[config.mk]
export PLATFORM = sky130hd
export DESIGN_NAME = blur_kernel_scheduler_flat
export DESIGN_NICKNAME = d
export VERILOG_FILES = /design/src/rtl/blur_kernel_scheduler_pkg.sv /design/src/rtl/blur_kernel_scheduler_if.sv /design/src/rtl/blur_kernel_scheduler_frame_pos_counter.sv /design/src/rtl/blur_kernel_scheduler.sv /design/src/flat_wrapper.sv
export SDC_FILE = /design/constraint.sdc
export NUM_CORES = 1
export LEC_CHECK = 0
export BUFFER_PORTS_ARGS = -buffer_cell sky130_fd_sc_hd__buf_4
export CAP_MARGIN = 5
export CORE_ASPECT_RATIO = 0.7
export CORE_MARGIN = 1
export CORE_UTILIZATION = 49
export CTS_CLUSTER_DIAMETER = 30
export DETAILED_ROUTE_END_ITERATION = 8
export PLACE_DENSITY = 0.73
export RECOVER_POWER = 25
export SYNTH_ARGS = -nofsm -noshare
export SYNTH_HDL_FRONTEND = slang
export SYNTH_HIERARCHICAL = 1
export SYNTH_SLANG_ARGS = --single-unit
[constraint.sdc]
create_clock -name clk -period 5.5 [get_ports clk]
set_input_delay 1.1 -clock clk [delete_from_list [all_inputs] [get_ports clk]]
set_output_delay 1.1 -clock clk [all_outputs]
set_load 0.01 [all_outputs]
[src/rtl/blur_kernel_scheduler_pkg.sv]
// Shared types and helpers for the blur kernel scheduler: kernel codes,
// scheduler FSM states and the kernel radius lookup.
package blur_pkg;

  localparam int unsigned FLAG_W = 3;

  typedef enum logic [FLAG_W-1:0] {
    K1 = 3'b000,
    K3 = 3'b001,
    K5 = 3'b010
  } kernel_t;

  typedef enum logic {
    RUN   = 1'b0,
    PRIME = 1'b1
  } sched_state_t;

  // Line-buffer radius of each kernel; a 1x1 kernel needs no re-priming.
  function automatic logic [1:0] kernel_radius(kernel_t k);
    case (k)
      K3:      return 2'd1;
      K5:      return 2'd2;
      default: return 2'd0;
    endcase
  endfunction

endpackage

[src/rtl/blur_kernel_scheduler_if.sv]
// Pixel-stream handshake, kernel request and status bundle of the blur kernel
// scheduler; master = stream/control source, slave = scheduler.
interface blur_kernel_scheduler_if;
  import blur_pkg::*;

  logic              req_valid;
  logic [FLAG_W-1:0] req_flag;
  logic              in_valid;
  logic              in_sop;
  logic              in_eop;
  logic              out_ready;
  logic              in_ready;
  logic              out_valid;
  logic [FLAG_W-1:0] freq_flag;
  logic              priming;
  logic              change_pulse;
  logic              frame_err;
  logic [15:0]       frame_count;
  logic [15:0]       change_count;

  modport master (
    output req_valid, req_flag, in_valid, in_sop, in_eop, out_ready,
    input  in_ready, out_valid, freq_flag, priming, change_pulse, frame_err,
           frame_count, change_count
  );

  modport slave (
    input  req_valid, req_flag, in_valid, in_sop, in_eop, out_ready,
    output in_ready, out_valid, freq_flag, priming, change_pulse, frame_err,
           frame_count, change_count
  );

endinterface

[src/rtl/blur_kernel_scheduler_frame_pos_counter.sv]
// Tracks the (x, y) position of accepted pixels within a frame, resyncing on
// sop/eop; flags a misplaced sop and reports whether this pixel is the last.
module frame_pos_counter #(
  parameter int unsigned IMG_WIDTH  = 320,
  parameter int unsigned IMG_HEIGHT = 240
) (
  input  logic clk,
  input  logic reset,
  input  logic i_acc,
  input  logic i_sop,
  input  logic i_eop,
  output logic o_last_pixel,
  output logic o_err
);

  localparam int unsigned XW = (IMG_WIDTH  > 1) ? $clog2(IMG_WIDTH)  : 1;
  localparam int unsigned YW = (IMG_HEIGHT > 1) ? $clog2(IMG_HEIGHT) : 1;

  logic [XW-1:0] r_x, w_x_eff, w_x_nxt;
  logic [YW-1:0] r_y, w_y_eff, w_y_nxt;

  // An sop pixel is always treated as (0,0), whatever the counters held.
  assign w_x_eff      = i_sop ? '0 : r_x;
  assign w_y_eff      = i_sop ? '0 : r_y;
  assign o_last_pixel = (w_x_eff == XW'(IMG_WIDTH - 1)) &&
                        (w_y_eff == YW'(IMG_HEIGHT - 1));
  assign o_err        = i_acc && i_sop && ((r_x != '0) || (r_y != '0));

  always_comb begin
    w_x_nxt = r_x;
    w_y_nxt = r_y;
    if (i_acc) begin
      if (i_eop) begin
        w_x_nxt = '0;
        w_y_nxt = '0;
      end else if (w_x_eff == XW'(IMG_WIDTH - 1)) begin
        w_x_nxt = '0;
        w_y_nxt = w_y_eff + YW'(1);
      end else begin
        w_x_nxt = w_x_eff + XW'(1);
        w_y_nxt = w_y_eff;
      end
    end
  end

  always_ff @(posedge clk or posedge reset) begin
    if (reset) begin
      r_x <= '0;
      r_y <= '0;
    end else begin
      r_x <= w_x_nxt;
      r_y <= w_y_nxt;
    end
  end

endmodule

[src/rtl/blur_kernel_scheduler.sv]
// Commits kernel-size requests to freq_flag at frame boundaries with a minimum
// dwell, then masks out_valid while the filter line buffers re-prime.
// Optional statistics counters: define BLUR_SCHED_STATS_EN.
module blur_kernel_scheduler
  import blur_pkg::*;
#(
  parameter int unsigned       IMG_WIDTH    = 320,
  parameter int unsigned       IMG_HEIGHT   = 240,
  parameter int unsigned       DWELL_FRAMES = 2,
  parameter logic [FLAG_W-1:0] MAX_FLAG     = 3'b010
) (
  input  logic                    clk,
  input  logic                    reset,
  blur_kernel_scheduler_if.slave  bus
);

  localparam int unsigned PW = $clog2(2 * IMG_WIDTH + 3);
  localparam int unsigned DW = 4;

  logic          w_acc;
  logic          w_boundary;
  logic          w_change;
  logic          w_last_pixel;
  logic          w_sop_err;
  logic [1:0]    w_radius;
  logic [PW-1:0] w_prime_load;
  logic [PW-1:0] w_prime_nxt;
  kernel_t       w_req_kernel;
  sched_state_t  w_state_nxt;

  sched_state_t  r_state;
  logic [PW-1:0] r_prime_cnt;
  kernel_t       r_freq_flag;
  kernel_t       r_pending;
  logic [DW-1:0] r_dwell;
  logic          r_change_pulse;
  logic          r_frame_err;

  assign w_acc      = bus.in_valid & bus.out_ready;
  assign w_boundary = w_acc & bus.in_eop;

  // Compared against the registered pending value, so a request landing on
  // the eop cycle only becomes eligible at the following boundary.
  assign w_change = w_boundary && (r_pending != r_freq_flag) &&
                    (r_dwell >= DW'(DWELL_FRAMES));

  assign w_req_kernel = (bus.req_flag > MAX_FLAG) ? kernel_t'(MAX_FLAG)
                                                  : kernel_t'(bus.req_flag);
  assign w_radius     = kernel_radius(r_pending);
  assign w_prime_load = PW'(w_radius) * PW'(IMG_WIDTH) + PW'(w_radius);

  frame_pos_counter #(
    .IMG_WIDTH  (IMG_WIDTH),
    .IMG_HEIGHT (IMG_HEIGHT)
  ) u_pos (
    .clk          (clk),
    .reset        (reset),
    .i_acc        (w_acc),
    .i_sop        (bus.in_sop),
    .i_eop        (bus.in_eop),
    .o_last_pixel (w_last_pixel),
    .o_err        (w_sop_err)
  );

  always_comb begin
    w_state_nxt = r_state;
    w_prime_nxt = r_prime_cnt;
    if (w_change) begin
      w_prime_nxt = w_prime_load;
      w_state_nxt = (w_prime_load == '0) ? RUN : PRIME;
    end else if ((r_state == PRIME) && w_acc) begin
      w_prime_nxt = r_prime_cnt - PW'(1);
      if (r_prime_cnt == PW'(1)) begin
        w_state_nxt = RUN;
      end
    end
  end

  always_ff @(posedge clk or posedge reset) begin
    if (reset) begin
      r_state     <= RUN;
      r_prime_cnt <= '0;
    end else begin
      r_state     <= w_state_nxt;
      r_prime_cnt <= w_prime_nxt;
    end
  end

  always_ff @(posedge clk or posedge reset) begin
    if (reset) begin
      r_freq_flag    <= K1;
      r_pending      <= K1;
      r_dwell        <= DW'(DWELL_FRAMES);
      r_change_pulse <= 1'b0;
      r_frame_err    <= 1'b0;
    end else begin
      r_change_pulse <= w_change;
      if (bus.req_valid) begin
        r_pending <= w_req_kernel;
      end
      if (w_boundary) begin
        if (w_change) begin
          r_freq_flag <= r_pending;
          r_dwell     <= '0;
        end else if (r_dwell < DW'(DWELL_FRAMES)) begin
          r_dwell <= r_dwell + DW'(1);
        end
      end
      if (w_sop_err || (w_boundary && !w_last_pixel)) begin
        r_frame_err <= 1'b1;
      end
    end
  end

  assign bus.in_ready     = bus.out_ready;
  assign bus.out_valid    = bus.in_valid & (r_state != PRIME);
  assign bus.priming      = (r_state == PRIME);
  assign bus.freq_flag    = r_freq_flag;
  assign bus.change_pulse = r_change_pulse;
  assign bus.frame_err    = r_frame_err;

`ifdef BLUR_SCHED_STATS_EN
  logic [15:0] r_frame_count;
  logic [15:0] r_change_count;

  always_ff @(posedge clk or posedge reset) begin
    if (reset) begin
      r_frame_count  <= '0;
      r_change_count <= '0;
    end else begin
      if (w_boundary) begin
        r_frame_count <= r_frame_count + 16'd1;
      end
      if (r_change_pulse) begin
        r_change_count <= r_change_count + 16'd1;
      end
    end
  end

  assign bus.frame_count  = r_frame_count;
  assign bus.change_count = r_change_count;
`else
  assign bus.frame_count  = '0;
  assign bus.change_count = '0;
`endif

endmodule

[src/flat_wrapper.sv]
// flat-port wrapper written by rule: the top's interface ports become plain ports
module blur_kernel_scheduler_flat import blur_pkg::*;
#(
  parameter int unsigned       IMG_WIDTH    = 320,
  parameter int unsigned       IMG_HEIGHT   = 240,
  parameter int unsigned       DWELL_FRAMES = 2,
  parameter logic [FLAG_W-1:0] MAX_FLAG     = 3'b010
)
  (clk, reset, bus_req_valid, bus_req_flag, bus_in_valid, bus_in_sop, bus_in_eop, bus_out_ready, bus_in_ready, bus_out_valid, bus_freq_flag, bus_priming, bus_change_pulse, bus_frame_err, bus_frame_count, bus_change_count);
  blur_kernel_scheduler_if bus_i ();
  input  logic clk;
  input  logic reset;
  input wire logic [$bits(bus_i.req_valid)-1:0] bus_req_valid;
  input wire logic [$bits(bus_i.req_flag)-1:0] bus_req_flag;
  input wire logic [$bits(bus_i.in_valid)-1:0] bus_in_valid;
  input wire logic [$bits(bus_i.in_sop)-1:0] bus_in_sop;
  input wire logic [$bits(bus_i.in_eop)-1:0] bus_in_eop;
  input wire logic [$bits(bus_i.out_ready)-1:0] bus_out_ready;
  output wire logic [$bits(bus_i.in_ready)-1:0] bus_in_ready;
  output wire logic [$bits(bus_i.out_valid)-1:0] bus_out_valid;
  output wire logic [$bits(bus_i.freq_flag)-1:0] bus_freq_flag;
  output wire logic [$bits(bus_i.priming)-1:0] bus_priming;
  output wire logic [$bits(bus_i.change_pulse)-1:0] bus_change_pulse;
  output wire logic [$bits(bus_i.frame_err)-1:0] bus_frame_err;
  output wire logic [$bits(bus_i.frame_count)-1:0] bus_frame_count;
  output wire logic [$bits(bus_i.change_count)-1:0] bus_change_count;
  assign bus_i.req_valid = bus_req_valid;
  assign bus_i.req_flag = bus_req_flag;
  assign bus_i.in_valid = bus_in_valid;
  assign bus_i.in_sop = bus_in_sop;
  assign bus_i.in_eop = bus_in_eop;
  assign bus_i.out_ready = bus_out_ready;
  assign bus_in_ready = bus_i.in_ready;
  assign bus_out_valid = bus_i.out_valid;
  assign bus_freq_flag = bus_i.freq_flag;
  assign bus_priming = bus_i.priming;
  assign bus_change_pulse = bus_i.change_pulse;
  assign bus_frame_err = bus_i.frame_err;
  assign bus_frame_count = bus_i.frame_count;
  assign bus_change_count = bus_i.change_count;
  blur_kernel_scheduler #(.IMG_WIDTH(IMG_WIDTH), .IMG_HEIGHT(IMG_HEIGHT), .DWELL_FRAMES(DWELL_FRAMES), .MAX_FLAG(MAX_FLAG)) u_core (.clk(clk), .reset(reset), .bus(bus_i));
endmodule
==> Word level (Yosys, flattened, before mapping) <==
Index checks and enable logic that the tools add are counted.
{ "word_totals": {"register_bits": 40, "output_inout_bits": 40, "elab_cells": 63} }
{ "op_classes": {"addsub": 5, "multipliers": 1, "n_lt_le_gt_ge": 3, "n_eq_ne": 6, "mux": 16, "bitwise_logic": 4, "reduce_logical": 19} }
{ "ops": {"columns": ["cell", "n"], "rows": [
  ["9-bit 2-to-1 mux", 3],
  ["8-bit 2-to-1 mux", 3],
  ["10-bit 2-to-1 mux", 2],
  ["10-bit by 2-bit adder with 10-bit output", 1],
  ["10-bit by 1-bit == test with 1-bit output (second input constant)", 1],
  ["10-bit logical NOT", 1],
  ["10-bit by 1-bit subtractor with 10-bit output (second input constant)", 1],
  ["9-bit by 1-bit adder with 9-bit output (second input constant)", 1],
  ["9-bit == test (second input constant)", 1],
  ["9-bit nonzero test", 1],
  ["8-bit by 1-bit adder with 8-bit output (second input constant)", 1],
  ["8-bit == test (second input constant)", 1],
  ["4-bit 2-to-1 mux", 2],
  ["8-bit nonzero test", 1],
  ["1-bit logical AND", 7],
  ["2-bit AND reduction", 3],
  ["2-bit nonzero test", 3],
  ["4-bit by 1-bit adder with 4-bit output (second input constant)", 1],
  ["4-bit by 2-bit greater-or-equal comparator with 1-bit output (second input constant)", 1],
  ["4-bit by 2-bit < comparator with 1-bit output (second input constant)", 1],
  ["2-bit by 3-bit multiplier with 4-bit output (second input constant)", 1],
  ["1-bit 2-to-1 mux", 4],
  ["2-bit one-hot mux with 2 select lines", 1],
  ["1-bit AND", 3],
  ["8 further kinds", 9]
]} }

==> Depth between registers and ports, before layout <==
{ "logic_depth": {"word_depth": 7, "mapped_depth": 8} }

==> Modules after synthesis <==
Netlist, hierarchy kept.
{ "modules_own_cells": {"columns": ["module", "n_inst", "cells_each", "area_each_um2"], "rows": [
  ["blur_kernel_scheduler", 1, 146, 1407.6],
  ["frame_pos_counter", 1, 134, 1193.6]
]} }

==> Least setup slack after synthesis <==
OpenSTA, ideal clock, no wires.
{ "synth_path": {"path_type": "input -> register", "startpoint": "input bus_in_sop", "endpoint": "register u_core.u_pos.r_y[6]", "setup_time_ns": 0.124, "t_arrival_ns": 2.710, "required_ns": 5.376, "slack_ns": 2.666, "path_stages": 8, "n_path_buf": 2, "path_cell_list": "clkbuf_1 > clkbuf_1 > nor2_1 > ha_1 > nand3_2 > nor4_4 > a2111oi_1 > a211o_1"} }
{ "synth_between": {"elab_chain_cells": 4} }
{ "synth_rtl": {"columns": ["item", "line_no", "source"], "rows": [
  ["start, declared", "flat_wrapper.sv:16", "input wire logic [$bits(bus_i.in_sop)-1:0] bus_in_sop;"],
  ["8-bit 2-to-1 mux / 9-bit 2-to-1 mux (equally long branches)", "blur_kernel_scheduler_frame_pos_counter.sv:24, blur_kernel_scheduler_frame_pos_counter.sv:23", null],
  ["8-bit by 1-bit adder with 8-bit output / 9-bit == test (equally long branches)", "blur_kernel_scheduler_frame_pos_counter.sv:38, blur_kernel_scheduler_frame_pos_counter.sv:36", null],
  ["8-bit 2-to-1 mux *", "blur_kernel_scheduler_frame_pos_counter.sv:36", "end else if (w_x_eff == XW'(IMG_WIDTH - 1)) begin"],
  ["8-bit 2-to-1 mux *", "blur_kernel_scheduler_frame_pos_counter.sv:33", "if (i_eop) begin"],
  ["end signal, assigned", "blur_kernel_scheduler_frame_pos_counter.sv:52", "r_y <= w_y_nxt;"],
  ["end, declared", "blur_kernel_scheduler_frame_pos_counter.sv:20", "logic [YW-1:0] r_y, w_y_eff, w_y_nxt;"]
]} }
Every way passes the cells marked *; elsewhere a longest branch is shown, timed or not.
A chain may end at the register's enable or synchronous reset.

==> Final worst setup path <==
{ "layout_path": {"startpoint": "input bus_out_ready", "endpoint": "register u_core.u_pos.r_x[5]"} }
{ "layout_between": {"elab_chain_cells": 1} }
{ "layout_rtl": {"columns": ["item", "line_no", "source"], "rows": [
  ["start, declared", "flat_wrapper.sv:18", "input wire logic [$bits(bus_i.out_ready)-1:0] bus_out_ready;"],
  ["1-bit AND", "blur_kernel_scheduler.sv:39", "assign w_acc = bus.in_valid & bus.out_ready;"],
  ["net u_core.w_acc", "blur_kernel_scheduler.sv:20", "logic w_acc;"],
  ["end signal, assigned", "blur_kernel_scheduler_frame_pos_counter.sv:51", "r_x <= w_x_nxt;"],
  ["end, declared", "blur_kernel_scheduler_frame_pos_counter.sv:19", "logic [XW-1:0] r_x, w_x_eff, w_x_nxt;"]
]} }
The timed path passes the listed nets, and every way through them passes these cells.

==> summary.json <==
{
  "sta": {
    "layout_worst_path_cycle_share": 0.5331,
    "final-hold-violation-count": 0,
    "fin_skew_ns": 0.001317,
    "timing.final.max_slew_violations": 0,
    "setup_ws_ns": 2.568,
    "min_period_ns": 2.932,
    "worst_slew_pin_slew_ns": 0.8656,
    "achievable-frequency_ghz": 0.3410,
    "final-setup-viol-count": 0,
    "rsz0062_at_grt": "false",
    "fin_setup_tns_ns": 0,
    "relSlewSlack": 0.4223
  },
  "detailed_routing": {
    "vias": 1984,
    "totalWireLength_um": 5133,
    "dr_wl_met2_um": 2065,
    "drt_first_pass_iters": 4,
    "routed-wl-met3_um": 268,
    "drt_iter0_markers": 153,
    "avgViaCountPerCell": 5.451,
    "post_route_antenna_net_violation_count": 0,
    "highest_layer": "met4",
    "met1_length_um": 2743,
    "drc_errors": 0,
    "wire_per_inst_um": 14.10
  },
  "power_and_ir_drop": {
    "p_per_area_nw_per_um2": 338.2,
    "power_leakage_nw": 1.266,
    "max-vdd-ir-drop_mv": 0.2056,
    "p_total_uw": 927.1
  },
  "floorplanning": {
    "dieHeight_um": 62.96,
    "floorplan.initialDensity": 0.5266,
    "dieWidth_um": 89.09,
    "io-pin-count": 50,
    "placeableCoreArea_sq_um": 4940,
    "rows": 21,
    "fp.dieArea_sq_um": 5609
  },
  "synthesis": {
    "synth.area.mux_share": 0.02934,
    "synth_edf_count": 0,
    "netlist_area_sq_um": 2601,
    "synth_top_cell_area_share": 0.3752,
    "yosys.area_share.adder": 0.02886,
    "yosysWarningCount": 6,
    "ys_async_sr_fraction": 1.000,
    "syn_inst": 280,
    "synth_compound_area_frac": 0.1376,
    "yosys.area.top_type": "sky130_fd_sc_hd__dfrtp_1",
    "ys_seq_area_frac": 0.3853,
    "post_synthesis_area_per_instance_sq_um": 9.290,
    "synth_seq_cells": 40,
    "yosys.area_share.simple": 0.2506,
    "synth_top_family_by_area": "simple AND/OR/NAND/NOR gates",
    "yosys.area_share.xor_xnor": 0.03367,
    "primary_flip_flop_cell_chosen_by_synthesis_mapping": "sky130_fd_sc_hd__dfrtp_1",
    "distinct_cells_synth": 62,
    "synthTopCellsByArea": "sky130_fd_sc_hd__dfrtp_1, sky130_fd_sc_hd__buf_4, sky130_fd_sc_hd__nor2_1"
  },
  "grt": {
    "largest_net_degree_at_the_start_of_global_routing": 24,
    "gr-usage-all-layers": 0.2082,
    "global_route_total_overflow": 0,
    "number_of_global_route_vias_before_repair": 1803,
    "antenna_found_initial": 0,
    "grt_pass1_wl_um": 8907
  },
  "job": {
    "cap_viol_max_count": 0
  },
  "setup_path": {
    "critPathMaxFanout": 18,
    "worst_path_max_delay_cell": "sky130_fd_sc_hd__or4_1",
    "worstSetupStartpointType": "input pin",
    "reg2regPathDepth": 4,
    "slowest_delay_ns": 0.68,
    "setup.worst_path.end_class": "flop",
    "worst-setup-path-type": "input pin to flop",
    "critical_path_arrival_ns": 3.17,
    "timing.critical_path.max_delay_family": "simple AND/OR/NAND/NOR gates",
    "critical_path.cell_chain": "buf_4 > and2_1 > clkinv_1 > or4_1 > a21oi_1 > a21o_1",
    "timing.reg2reg.setup_slack_ns": 3.40,
    "path_buf_inv": 2,
    "worst_r2r_endpoint": "u_core/u_pos/r_x[3]$_DFFE_PP0P_",
    "worst_ep_required_time_ns": 5.74,
    "timing.rr.start": "u_core/u_pos/r_x[6]$_DFFE_PP0P_"
  },
  "clock_network": {
    "hold_buffers": 0,
    "cts_inserted_buffers": 5,
    "path_clk_slew_ns": 0.08,
    "clock_sinks": 40,
    "ctsRootBufferMaster": "sky130_fd_sc_hd__clkbuf_8",
    "cts_tree": "yes",
    "cts_setup_buffers": 0,
    "cts_repair_resize_count": 0,
    "clkLatencyLatePin_ns": 0.29,
    "ctsHtreeMaxLevel": 2,
    "clk_path_buf_depth": 2
  },
  "finish": {
    "num_antenna_cells": 0,
    "layout-drive-gt1-share": 0.1254,
    "num-nets-final": 310,
    "areaGrowthSynthToFinish_pct": 5.387
  },
  "place": {
    "sum_of_net_half_perimeters_after_detailed_placement_um": 3691,
    "gp_routability_congestion": 0.8294,
    "preCtsSetupSlack_ns": 2.331,
    "numPortBuffers": 17
  },
  "hold_path": {
    "min-delay-start": "u_core/r_dwell[3]$_DFFE_PP0P_",
    "hold-path-cell-count": 1,
    "hold_path_end": "u_core/r_dwell[3]$_DFFE_PP0P_",
    "worstHoldPathType": "flop to flop"
  },
  "status": {
    "status": "completed"
  }
}
cell usage after synthesis, types with 3 or more instances:
cell                        n
sky130_fd_sc_hd__clkbuf_1   5
sky130_fd_sc_hd__nand4b_1   5
sky130_fd_sc_hd__nor2_1    24
sky130_fd_sc_hd__xor2_1     6
sky130_fd_sc_hd__nand2b_1   7
sky130_fd_sc_hd__ha_1       6
sky130_fd_sc_hd__xnor2_1    4
sky130_fd_sc_hd__nor3_1     7
sky130_fd_sc_hd__nand4_1    5
sky130_fd_sc_hd__and2_1     4
sky130_fd_sc_hd__inv_1     13
sky130_fd_sc_hd__a22o_1     3
sky130_fd_sc_hd__o22ai_1    3
sky130_fd_sc_hd__nand2_1   17
sky130_fd_sc_hd__nor2b_1    6
sky130_fd_sc_hd__nand3_1    7
sky130_fd_sc_hd__dfrtp_1   39
sky130_fd_sc_hd__mux2i_1    5
sky130_fd_sc_hd__and3_1     3
sky130_fd_sc_hd__o21ai_0   11
sky130_fd_sc_hd__a211o_1    3
sky130_fd_sc_hd__buf_4     33
sky130_fd_sc_hd__a21oi_1    8
sky130_fd_sc_hd__nor4_1     8
through the flow:
stage / utilization / std cells / hold slack [ns] / cell area, sq um
floorplan: - / 311 / 0.4462 / 2718
global placement: 0.5339 / 356 / 0.4747 / 2638
detailed placement: 0.5339 / 356 / 0.4778 / 2638
CTS: 0.5557 / 364 / 0.4984 / 2745
global route: 0.5550 / 364 / 0.5432 / 2741
finish: 0.5550 / 364 / 0.4879 / 2741
sequential cells by signal, summed over array words and instances, names as in the netlist:
name and cells:
u_core/bus.change_pulse 1, u_core/bus.frame_err 1, u_core/bus.freq_flag 3, u_core/bus.priming 1
u_core/r_dwell 4, u_core/r_pending 3, u_core/r_prime_cnt 10, u_core/u_pos/r_x 9
u_core/u_pos/r_y 8
report_power, final:
| group | total (mW) | switching (mW) | internal, mW | leakage [nW] |
|---|---|---|---|---|
| Sequential | 0.423 | 0.0619 | 0.361 | 0.516 |
| Clock | 0.239 | 0.104 | 0.135 | 0.0552 |
| Combinational | 0.266 | 0.152 | 0.113 | 0.695 |
| Total | 0.927 | 0.318 | 0.609 | 1.27 |
how the worst max path moves through the flow:
| stage | start | cells after the start | slack, ns | endpoint |
|---|---|---|---|---|
| 3_5_place_dp | bus_in_valid | 6 | 2.33 | u_core/u_pos/r_x[5]$_DFFE_PP0P_ |
| 5_1_grt | bus_out_ready | 6 | 2.39 | u_core/u_pos/r_x[5]$_DFFE_PP0P_ |
| 2_1_floorplan | bus_in_sop | 8 | 2.67 | u_core/u_pos/r_y[6]$_DFFE_PP0P_ |
| 3_3_place_gp | bus_in_valid | 6 | 2.45 | u_core/u_pos/r_x[5]$_DFFE_PP0P_ |
| 4_1_cts | bus_in_valid | 6 | 2.63 | u_core/u_pos/r_x[5]$_DFFE_PP0P_ |
| 6_report | bus_out_ready | 6 | 2.57 | u_core/u_pos/r_x[5]$_DFFE_PP0P_ |
layer usage:
layer  global-route usage  up-vias
li1                     -      964
met1               0.3392      940
met2               0.2672       74
met3              0.04095        6
met4              0.06746        0
met5                    0        -
cells by family after synthesis:
family          after synthesis
compound gates               50
xor+xnor                     10
fa+ha+maj                     6
buf+inv                      55
flops                        40
mux                           7
other cells                   1
simple gates                111
cell type report:
class	instances	area (sq um)
repair buffers	17	123.9
clock inverters	2	35.03
well taps	69	86.33
flip-flops and latches	40	1002
inverters	14	52.55
clock buffers	6	72.57
multi-input cells	216	1369
fillers	443	2198
layout by cell type (no fill, tap or decap), types with 8 or more instances in the layout:
cell | Yosys | final
sky130_fd_sc_hd__dfrtp_1 | 39 | 39
sky130_fd_sc_hd__conb_1 | 1 | 32
sky130_fd_sc_hd__nor2_1 | 24 | 24
sky130_fd_sc_hd__nand2_1 | 17 | 17
sky130_fd_sc_hd__buf_4 | 33 | 14
sky130_fd_sc_hd__inv_1 | 13 | 13
sky130_fd_sc_hd__o21ai_0 | 11 | 11
sky130_fd_sc_hd__a21oi_1 | 8 | 8
sky130_fd_sc_hd__nor4_1 | 8 | 8
No activity file was read; power rests on OpenSTA's default activity.
